File: config.mk
export PLATFORM = sky130hd
export DESIGN_NAME = stage_writeback
export DESIGN_NICKNAME = d
export VERILOG_FILES = /design/src/rtl/stage_writeback.sv
export SDC_FILE = /design/constraint.sdc
export NUM_CORES = 1
export LEC_CHECK = 0
export ABC_AREA = 1
export CELL_PAD_IN_SITES_DETAIL_PLACEMENT = 2
export CELL_PAD_IN_SITES_GLOBAL_PLACEMENT = 2
export CORE_UTILIZATION = 26
export DETAILED_ROUTE_END_ITERATION = 8
export PLACE_DENSITY = 0.88
export SETUP_SLACK_MARGIN = 0.3
export SLEW_MARGIN = 10
export SYNTH_ARGS = -nofsm -noshare
export SYNTH_HDL_FRONTEND = slang
export SYNTH_SLANG_ARGS = --single-unit
File: constraint.sdc
create_clock -name clk -period 5.09 [get_ports clk]
set_input_delay 1.527 -clock clk [delete_from_list [all_inputs] [get_ports clk]]
set_output_delay 1.527 -clock clk [all_outputs]
set_load 0.01 [all_outputs]
File: src/rtl/stage_writeback.sv
// stage_writeback: final pipeline stage driving the register-file write port, sequencing 32-bit results as two beats.
module stage_writeback #(
  parameter int DATA_W  = 16,
  parameter int ADDR_W  = 4,
  parameter int R0_ADDR = 0
) (
  input  logic                  clk,
  input  logic                  rst,
  input  logic                  halt_sys,
  input  logic                  in_valid,
  input  logic                  in_reg_wr,
  input  logic                  in_R0_en,
  input  logic                  in_mem2r,
  input  logic [2*DATA_W-1:0]   in_alu,
  input  logic [DATA_W-1:0]     in_mem_data,
  input  logic [7:0]            in_instr,
  output logic                  busy,
  output logic                  wr_en,
  output logic [ADDR_W-1:0]     wr_addr,
  output logic [DATA_W-1:0]     wr_data,
  output logic [2*DATA_W-1:0]   s3_data,
  output logic [7:0]            s3_instruction,
  output logic                  s3_R0_en,
  output logic [15:0]           retired_count
);
  typedef enum logic {IDLE, HIGH_PEND} state_t;
  state_t state, state_n;
  logic [DATA_W-1:0] hi_q, hi_n, low, wr_data_n;
  logic [ADDR_W-1:0] wr_addr_n;
  logic [2*DATA_W-1:0] s3_data_n;
  logic [7:0] s3_instr_n;
  logic [15:0] cnt_n;
  logic wr_en_n, s3_r0_n, accept;
  assign busy = (state == HIGH_PEND);
  assign low = in_mem2r ? in_mem_data : in_alu[DATA_W-1:0];
  assign accept = in_valid & ~busy & ~halt_sys;
  always_comb begin
    state_n    = state;
    hi_n       = hi_q;
    wr_en_n    = 1'b0;
    wr_addr_n  = wr_addr;
    wr_data_n  = wr_data;
    s3_data_n  = s3_data;
    s3_instr_n = s3_instruction;
    s3_r0_n    = s3_R0_en;
    cnt_n      = retired_count;
    if (busy && !halt_sys) begin
      wr_en_n   = 1'b1;
      wr_addr_n = ADDR_W'(R0_ADDR);
      wr_data_n = hi_q;
      state_n   = IDLE;
    end else if (accept) begin
      wr_en_n    = in_reg_wr;
      wr_addr_n  = in_instr[ADDR_W-1:0];
      wr_data_n  = low;
      s3_data_n  = {in_alu[2*DATA_W-1:DATA_W], low};
      s3_instr_n = in_instr;
      s3_r0_n    = in_R0_en;
      cnt_n      = retired_count + 16'd1;
      hi_n       = (in_reg_wr & in_R0_en) ? in_alu[2*DATA_W-1:DATA_W] : hi_q;
      state_n    = (in_reg_wr & in_R0_en) ? HIGH_PEND : IDLE;
    end
  end
  always_ff @(posedge clk or posedge rst) begin
    if (rst) begin
      state          <= IDLE;
      hi_q           <= '0;
      wr_en          <= 1'b0;
      wr_addr        <= '0;
      wr_data        <= '0;
      s3_data        <= '0;
      s3_instruction <= '0;
      s3_R0_en       <= 1'b0;
      retired_count  <= '0;
    end else begin
      state          <= state_n;
      hi_q           <= hi_n;
      wr_en          <= wr_en_n;
      wr_addr        <= wr_addr_n;
      wr_data        <= wr_data_n;
      s3_data        <= s3_data_n;
      s3_instruction <= s3_instr_n;
      s3_R0_en       <= s3_r0_n;
      retired_count  <= cnt_n;
    end
  end
endmodule

==> results.sh, run 1 <==
export IMPL_avgSynthCellArea_sq_um=9.25
export IMPL_cts_tree="yes"
export IMPL_hp_class="flip-flop to flip-flop"
export IMPL_grt_usage_pct=17.3
export IMPL_syn_cell_area_sq_mm=0.00397
export IMPL_die_y_microns=126
export IMPL_finalNetCount=630
export IMPL_crit_fanout=33
export IMPL_r2r_start="busy"
export IMPL_hp_start="s3_data[8]"
export IMPL_fmaxAchievable_mhz=306
export IMPL_whs_path_depth=2
export IMPL_crit_required_ns=5.30
export IMPL_fillers=1589
export IMPL_dpl_worst_slack_ns=1.40
export IMPL_finalMaxSlewViolations=0
export IMPL_htree_levels=3
export IMPL_arrival_ns=3.48
export IMPL_die_x_microns=126
export IMPL_core_sq_mm=0.0147
export IMPL_clkSlewWorstSetupHoldPaths_ns=0.06
export IMPL_start_kind="input pin"
export IMPL_firstDrtPassIters=6
export IMPL_wl_per_cell_microns=16.9
export IMPL_power_total_mw=2.15
export IMPL_final_cell_area_sq_mm=0.00583
export IMPL_synth_nets=493
export IMPL_post_route_min_period_ns=3.27
export IMPL_dpl_cell_area_sq_mm=0.00554
export IMPL_synth_top_area_cell="dfrtp_1"
export IMPL_max_cap_viol_count=0
export IMPL_finish_utilization_pct=39.6
export IMPL_vias=3429
export IMPL_cts_hold_buf=0
export IMPL_ant_nets=0
export IMPL_p_leak_nw=2.73
export IMPL_violations="design-rule violations"
export IMPL_ir_drop_uv=128
export IMPL_io_buffers=141
export IMPL_synth_top_flop_cell="dfrtp_1"
export IMPL_worst_r2r_path_depth=6
export IMPL_finalClockSkew_ns=0.00577
export IMPL_fin_ws_ns=1.82
export IMPL_busiest_layer="met2"
export IMPL_num_rows=44
export IMPL_diodes=0
export IMPL_postCtsSetupRepairBufs=0
export IMPL_worstSetupPathType="input pin to flip-flop"
export IMPL_drtIter0Drc=132
export IMPL_critPathCaptureType="flip-flop"
export IMPL_drt_total_wl_mm=12.8
export IMPL_grt_overflow_total=0
export IMPL_grtUsageMet2_pct=29.4
export IMPL_ys_ff_latch=95
export IMPL_clock_latency_ns=0.34
export IMPL_status="finished, violations left"
export IMPL_ioPinCount=142
export IMPL_ctsResizeCount=0
export IMPL_syn2layout_area_growth_pct=46.8
export IMPL_ys_seq_area_share_pct=59.9
export IMPL_synth_area_leaders="dfrtp_1 60%, nand2_1 16%, mux2_2 4.5%"
export IMPL_rsz0062_at_grt="false"
export IMPL_grt_first_pass_wirelength_mm=21.1
export IMPL_cts_made_buffers=9
export IMPL_ys_types=23
export IMPL_gp_congestion=0.753
export IMPL_use_met3_pct=4.32
export IMPL_synth_top_cell_area_share_pct=59.9
export IMPL_hold_slack_ns=0.480
export IMPL_synth_commonest_cells="168 x nand2_1, 95 x dfrtp_1, 33 x inv_1, 28 x o21ai_0, 21 x nand3_1"
export IMPL_maxSlewHeadroom_pct=35.5
export IMPL_post_route_period_util_pct=64.3
export IMPL_synth_async_reset_ratio_pct=100
export IMPL_drive_gt1_share_pct=7.56
export IMPL_worst_pin_slew_ns=0.968
export IMPL_final_hold_violation_count=0
export IMPL_crit_start="halt_sys"
export IMPL_grt_use_met1_pct=20.9
export IMPL_yosys_warnings=0
export IMPL_syn_inst=429
export IMPL_antenna_found_initial=0
export IMPL_instances_no_fill=753
export IMPL_place_hpwl_mm=9.58
export IMPL_setup_viol=0
export IMPL_cts_sinks=95
export IMPL_fin_tns_setup_ns=0
export IMPL_placed_cells=739
export IMPL_max_clock_path_buffers=2
export IMPL_cellPowerDensity_mw_per_mm2=369
export IMPL_drc_errors=12
export IMPL_die_area_sq_mm=0.0158
export IMPL_grt_max_degree=76
export IMPL_yosysMostFrequentCell="nand2_1"
export IMPL_grt_pass1_vias=3940
export IMPL_root_buffer="clkbuf_16"
export IMPL_synth_edf_count=0
export IMPL_initial_core_util_pct=27.0
export IMPL_vias_per_cell=4.55
## report_power, final
| group | total [mW] | switching [mW] | internal (mW) |
|---|---|---|---|
| Combinational | 0.522 | 0.235 | 0.286 |
| Sequential | 0.977 | 0.0928 | 0.885 |
| Clock | 0.653 | 0.274 | 0.380 |
## path summary, 6_finish.rpt
check	end	slack, ns
worst max-delay path	hi_q[0]	1.82
worst min-delay path	s3_data[8]	0.48
worst max register to register	hi_q[0]	3.09
worst min register to register	s3_data[8]	0.48
max in group asynchronous	wr_data[15]	2.47
min in group asynchronous	retired_count[11]	1.75
## metal layers
metal / up-vias / wire length, microns
met4: 0 / 177
met3: 11 / 732
li1: 1622 / -
met5: - / 0
met1: 1711 / 5570
met2: 85 / 6270
## registers in the layout, indices dropped and copies added (netlist names)
register / flops
busy: 1
wr_addr: 4
s3_data: 32
s3_instruction: 8
hi_q: 16
retired_count: 16
wr_data: 16
wr_en: 1
s3_R0_en: 1
## cell usage in the layout (no fill, tap or decap), types with 2 or more instances in the layout
cell / count
clkbuf_16: 9
o21ai_1: 16
nand2_1: 168
o21ai_0: 28
inv_1: 32
nor3_2: 2
clkdlybuf4s50_1: 141
nand4_1: 4
mux2_2: 16
nor2_1: 7
xor2_1: 5
xnor2_1: 4
nor2_2: 4
nand3b_1: 2
nand3_1: 21
buf_4: 2
dfrtp_1: 95
inv_2: 3
clkbuf_8: 4
## worst max-delay path, cell delays in order
cell and delay, ns:
clkdlybuf4s50_1 0.47, inv_2 0.11, nand3_4 0.07, inv_2 0.38
nand3_2 0.60, nand2_1 0.22, o21ai_1 0.09
## layout make-up
| cell class | instances | area (sq um) | share of cell area (%) |
|---|---|---|---|
| flip-flops and latches | 95 | 2380 | 40.8 |
| repair buffers | 143 | 1430 | 24.5 |
| multi-input cells | 281 | 1370 | 23.5 |
| clock buffers | 14 | 284 | 4.87 |
| well taps | 184 | 230 | 3.95 |
| inverters | 36 | 138 | 2.36 |
## cells by family (layout without fill, tap and decap cells)
group           count (synthesis)  in the layout  share of synthesized area, %
compound gates                 44             44                          5.55
xor+xnor                        9              9                          1.99
fa+ha+maj                       1              1                         0.315
buf+inv                        53            193                          5.64
flops                          95             95                          59.9
mux                            16             16                          4.54
simple gates                  211            211                          22.1
No activity file was read; power rests on OpenSTA's default activity.
==> run 2: changes to the inputs <==
==> constraint.sdc (replaced) <==
create_clock -name clk -period 3.3 [get_ports clk]
set_input_delay 0.99 -clock clk [delete_from_list [all_inputs] [get_ports clk]]
set_output_delay 0.99 -clock clk [all_outputs]
set_load 0.01 [all_outputs]
==> run 2 against run 1 <==
  * The run still ends with design-rule violations left
  * Non-clock buffer count is 4 higher
  * Sequential share of layout area is 0.63 points lower
  * Cell count is 0.80% higher
  * Register-to-register slack worse by 1.8 ns
  * Critical path depth stayed put
  * Hold slack better by 0.0064 ns
  * Sequential power is 55% higher
  * Critical path type unchanged
  * Largest power group unchanged
  * Highest routed layer is now met5
==> results.sh, run 2 (synthesis results as in run 1) <==
export IMPL_status="finished, violations left"
export IMPL_violations="design-rule violations"
export IMPL_ctsResizeCount=0
export IMPL_cellPowerDensity_mw_per_mm2=585
export IMPL_cts_hold_buf=0
export IMPL_arrival_ns=2.91
export IMPL_pwr_share_clk_pct=32.2
export IMPL_drtIter0Drc=135
export IMPL_r2r_end="hi_q[1]"
export IMPL_finalNetCount=634
export IMPL_max_cap_viol_count=0
export IMPL_cts_made_buffers=9
export IMPL_clock_latency_ns=0.34
export IMPL_rsz0062_at_grt="false"
export IMPL_start_kind="input pin"
export IMPL_firstDrtPassIters=8
export IMPL_route_layer_met1_wl_mm=5.72
export IMPL_die_area_sq_mm=0.0158
export IMPL_antenna_found_initial=1
export IMPL_grt_max_degree=96
export IMPL_drt_total_wl_mm=13.6
export IMPL_syn2layout_area_growth_pct=49.1
export IMPL_hp_class="flip-flop to flip-flop"
export IMPL_wl_per_cell_microns=17.9
export IMPL_die_x_microns=126
export IMPL_p_sw_mw=0.995
export IMPL_drc_errors=12
export IMPL_pwr_share_seq_pct=43.7
export IMPL_fmaxAchievable_mhz=370
export IMPL_grt_usage_pct=18.2
export IMPL_diodes=0
export IMPL_ir_drop_uv=308
export IMPL_max_clock_path_buffers=2
export IMPL_p_leak_nw=2.77
export IMPL_cts_sinks=95
export IMPL_vias_per_cell=4.61
export IMPL_vias=3500
export IMPL_grt_first_pass_wirelength_mm=22.1
export IMPL_critPathCaptureType="flip-flop"
export IMPL_routed_wl_met3_microns=777
export IMPL_ant_nets=0
export IMPL_min_to="s3_data[7]"
export IMPL_dpl_cell_area_sq_mm=0.00560
export IMPL_finalMaxSlewViolations=0
export IMPL_whs_path_depth=2
export IMPL_finalClockSkew_ns=0.00848
export IMPL_htree_levels=3
export IMPL_hp_start="s3_data[7]"
export IMPL_fin_tns_setup_ns=0
export IMPL_seq_area_sq_mm=0.00238
export IMPL_final_hold_violation_count=0
export IMPL_root_buffer="clkbuf_16"
export IMPL_core_sq_mm=0.0147
export IMPL_final_cell_area_sq_mm=0.00592
export IMPL_intPower_mw=2.47
export IMPL_met2_length_mm=6.94
export IMPL_regMostFlops="s3_data"
export IMPL_die_y_microns=126
export IMPL_layout_commonest_cell="nand2_1"
export IMPL_ioPinCount=142
export IMPL_grt_overflow_total=0
export IMPL_clkSlewWorstSetupHoldPaths_ns=0.07
export IMPL_swShare_pct=28.7
export IMPL_r2r_start="busy"
export IMPL_cts_tree="yes"
export IMPL_setup_viol=0
export IMPL_drive_gt1_share_pct=8.70
export IMPL_num_rows=44
export IMPL_multiInputGateArea_sq_mm=0.00137
export IMPL_grt_pass1_vias=3984
export IMPL_crit_fanout=33
export IMPL_p_comb_share_pct=24.1
export IMPL_largest_reg_flops=32
export IMPL_fillers=1590
export IMPL_r2r_setup_slack_ns=1.30
export IMPL_crit_required_ns=3.50
export IMPL_worstSetupPathType="input pin to flip-flop"
export IMPL_postCtsSetupRepairBufs=0
export IMPL_initial_core_util_pct=27.0
export IMPL_maxSlewHeadroom_pct=50.5
export IMPL_final_cell_mix="168 x nand2_1, 141 x clkdlybuf4s50_1, 95 x dfrtp_1"
export IMPL_gp_congestion=0.754
export IMPL_place_hpwl_mm=10.0
export IMPL_io_buffers=141
export IMPL_worst_r2r_path_depth=6
export IMPL_hold_slack_ns=0.486
export IMPL_worst_pin_slew_ns=0.741
export IMPL_post_route_min_period_ns=2.70
export IMPL_post_route_period_util_pct=81.9
export IMPL_highest_layer="met5"
==> run 2: cell types whose count changed in the layout (fill, tap and decap cells not counted), sizes merged <==
cell / delta
clkbuf: -2
clkinv: +3
buf: +4
bufinv: +1
inv: -1
clkinvlp: +1
==> run 2: cell type report <==
| class | count | area share [%] |
|---|---|---|
| Timing Repair Buffer | 147 | 25.0 |
| Clock inverter | 4 | 0.888 |
| Multi-Input combinational cell | 281 | 23.2 |
| Sequential cell | 95 | 40.2 |
| Inverter | 36 | 2.35 |
| Tap cell | 184 | 3.89 |
| Clock buffer | 12 | 4.50 |
==> run 2: worst max path at each step <==
stage | slack, ns | endpoint | from
after detailed placement | 0.22 | hi_q[1] | halt_sys
after global placement | 0.39 | hi_q[6] | halt_sys
final | 0.60 | hi_q[1] | halt_sys
after floorplan | 1.19 | busy | rst
after global routing | 0.39 | hi_q[1] | halt_sys
after CTS | 0.57 | hi_q[1] | halt_sys
==> run 2: power by group through the flow <==
stage | clock network, mW | registers [mW] | logic (mW)
floorplan | 0 | 1.57 | 0.255
CTS | 1.14 | 1.52 | 0.854
global placement | 0 | 1.52 | 0.793
detailed placement | 0 | 1.53 | 0.840
finish | 1.11 | 1.51 | 0.836
global route | 1.19 | 1.54 | 0.911
==> run 2: per-layer routing <==
metal	track usage, %	up-vias
li1	-	1627
met3	4.19	14
met1	22.2	1762
met5	0	-
met2	31.6	95
met4	5.67	2
==> run 2: critical path, stage by stage <==
cell,delay [ns]
clkdlybuf4s50_1,0.46
inv_2,0.10
nand3_4,0.20
inv_2,0.27
nand3_2,0.55
nand2_1,0.23
o21ai_1,0.10
==> run 2: stage by stage <==
stage | power [mW] | cells | utilization, % | worst slack (ns)
floorplan | 1.83 | 429 | - | 1.19
global placement | 2.31 | 743 | 38.1 | 0.390
detailed placement | 2.37 | 743 | 38.1 | 0.217
CTS | 3.51 | 759 | 40.3 | 0.573
global route | 3.64 | 759 | 40.3 | 0.393
finish | 3.46 | 759 | 40.3 | 0.598
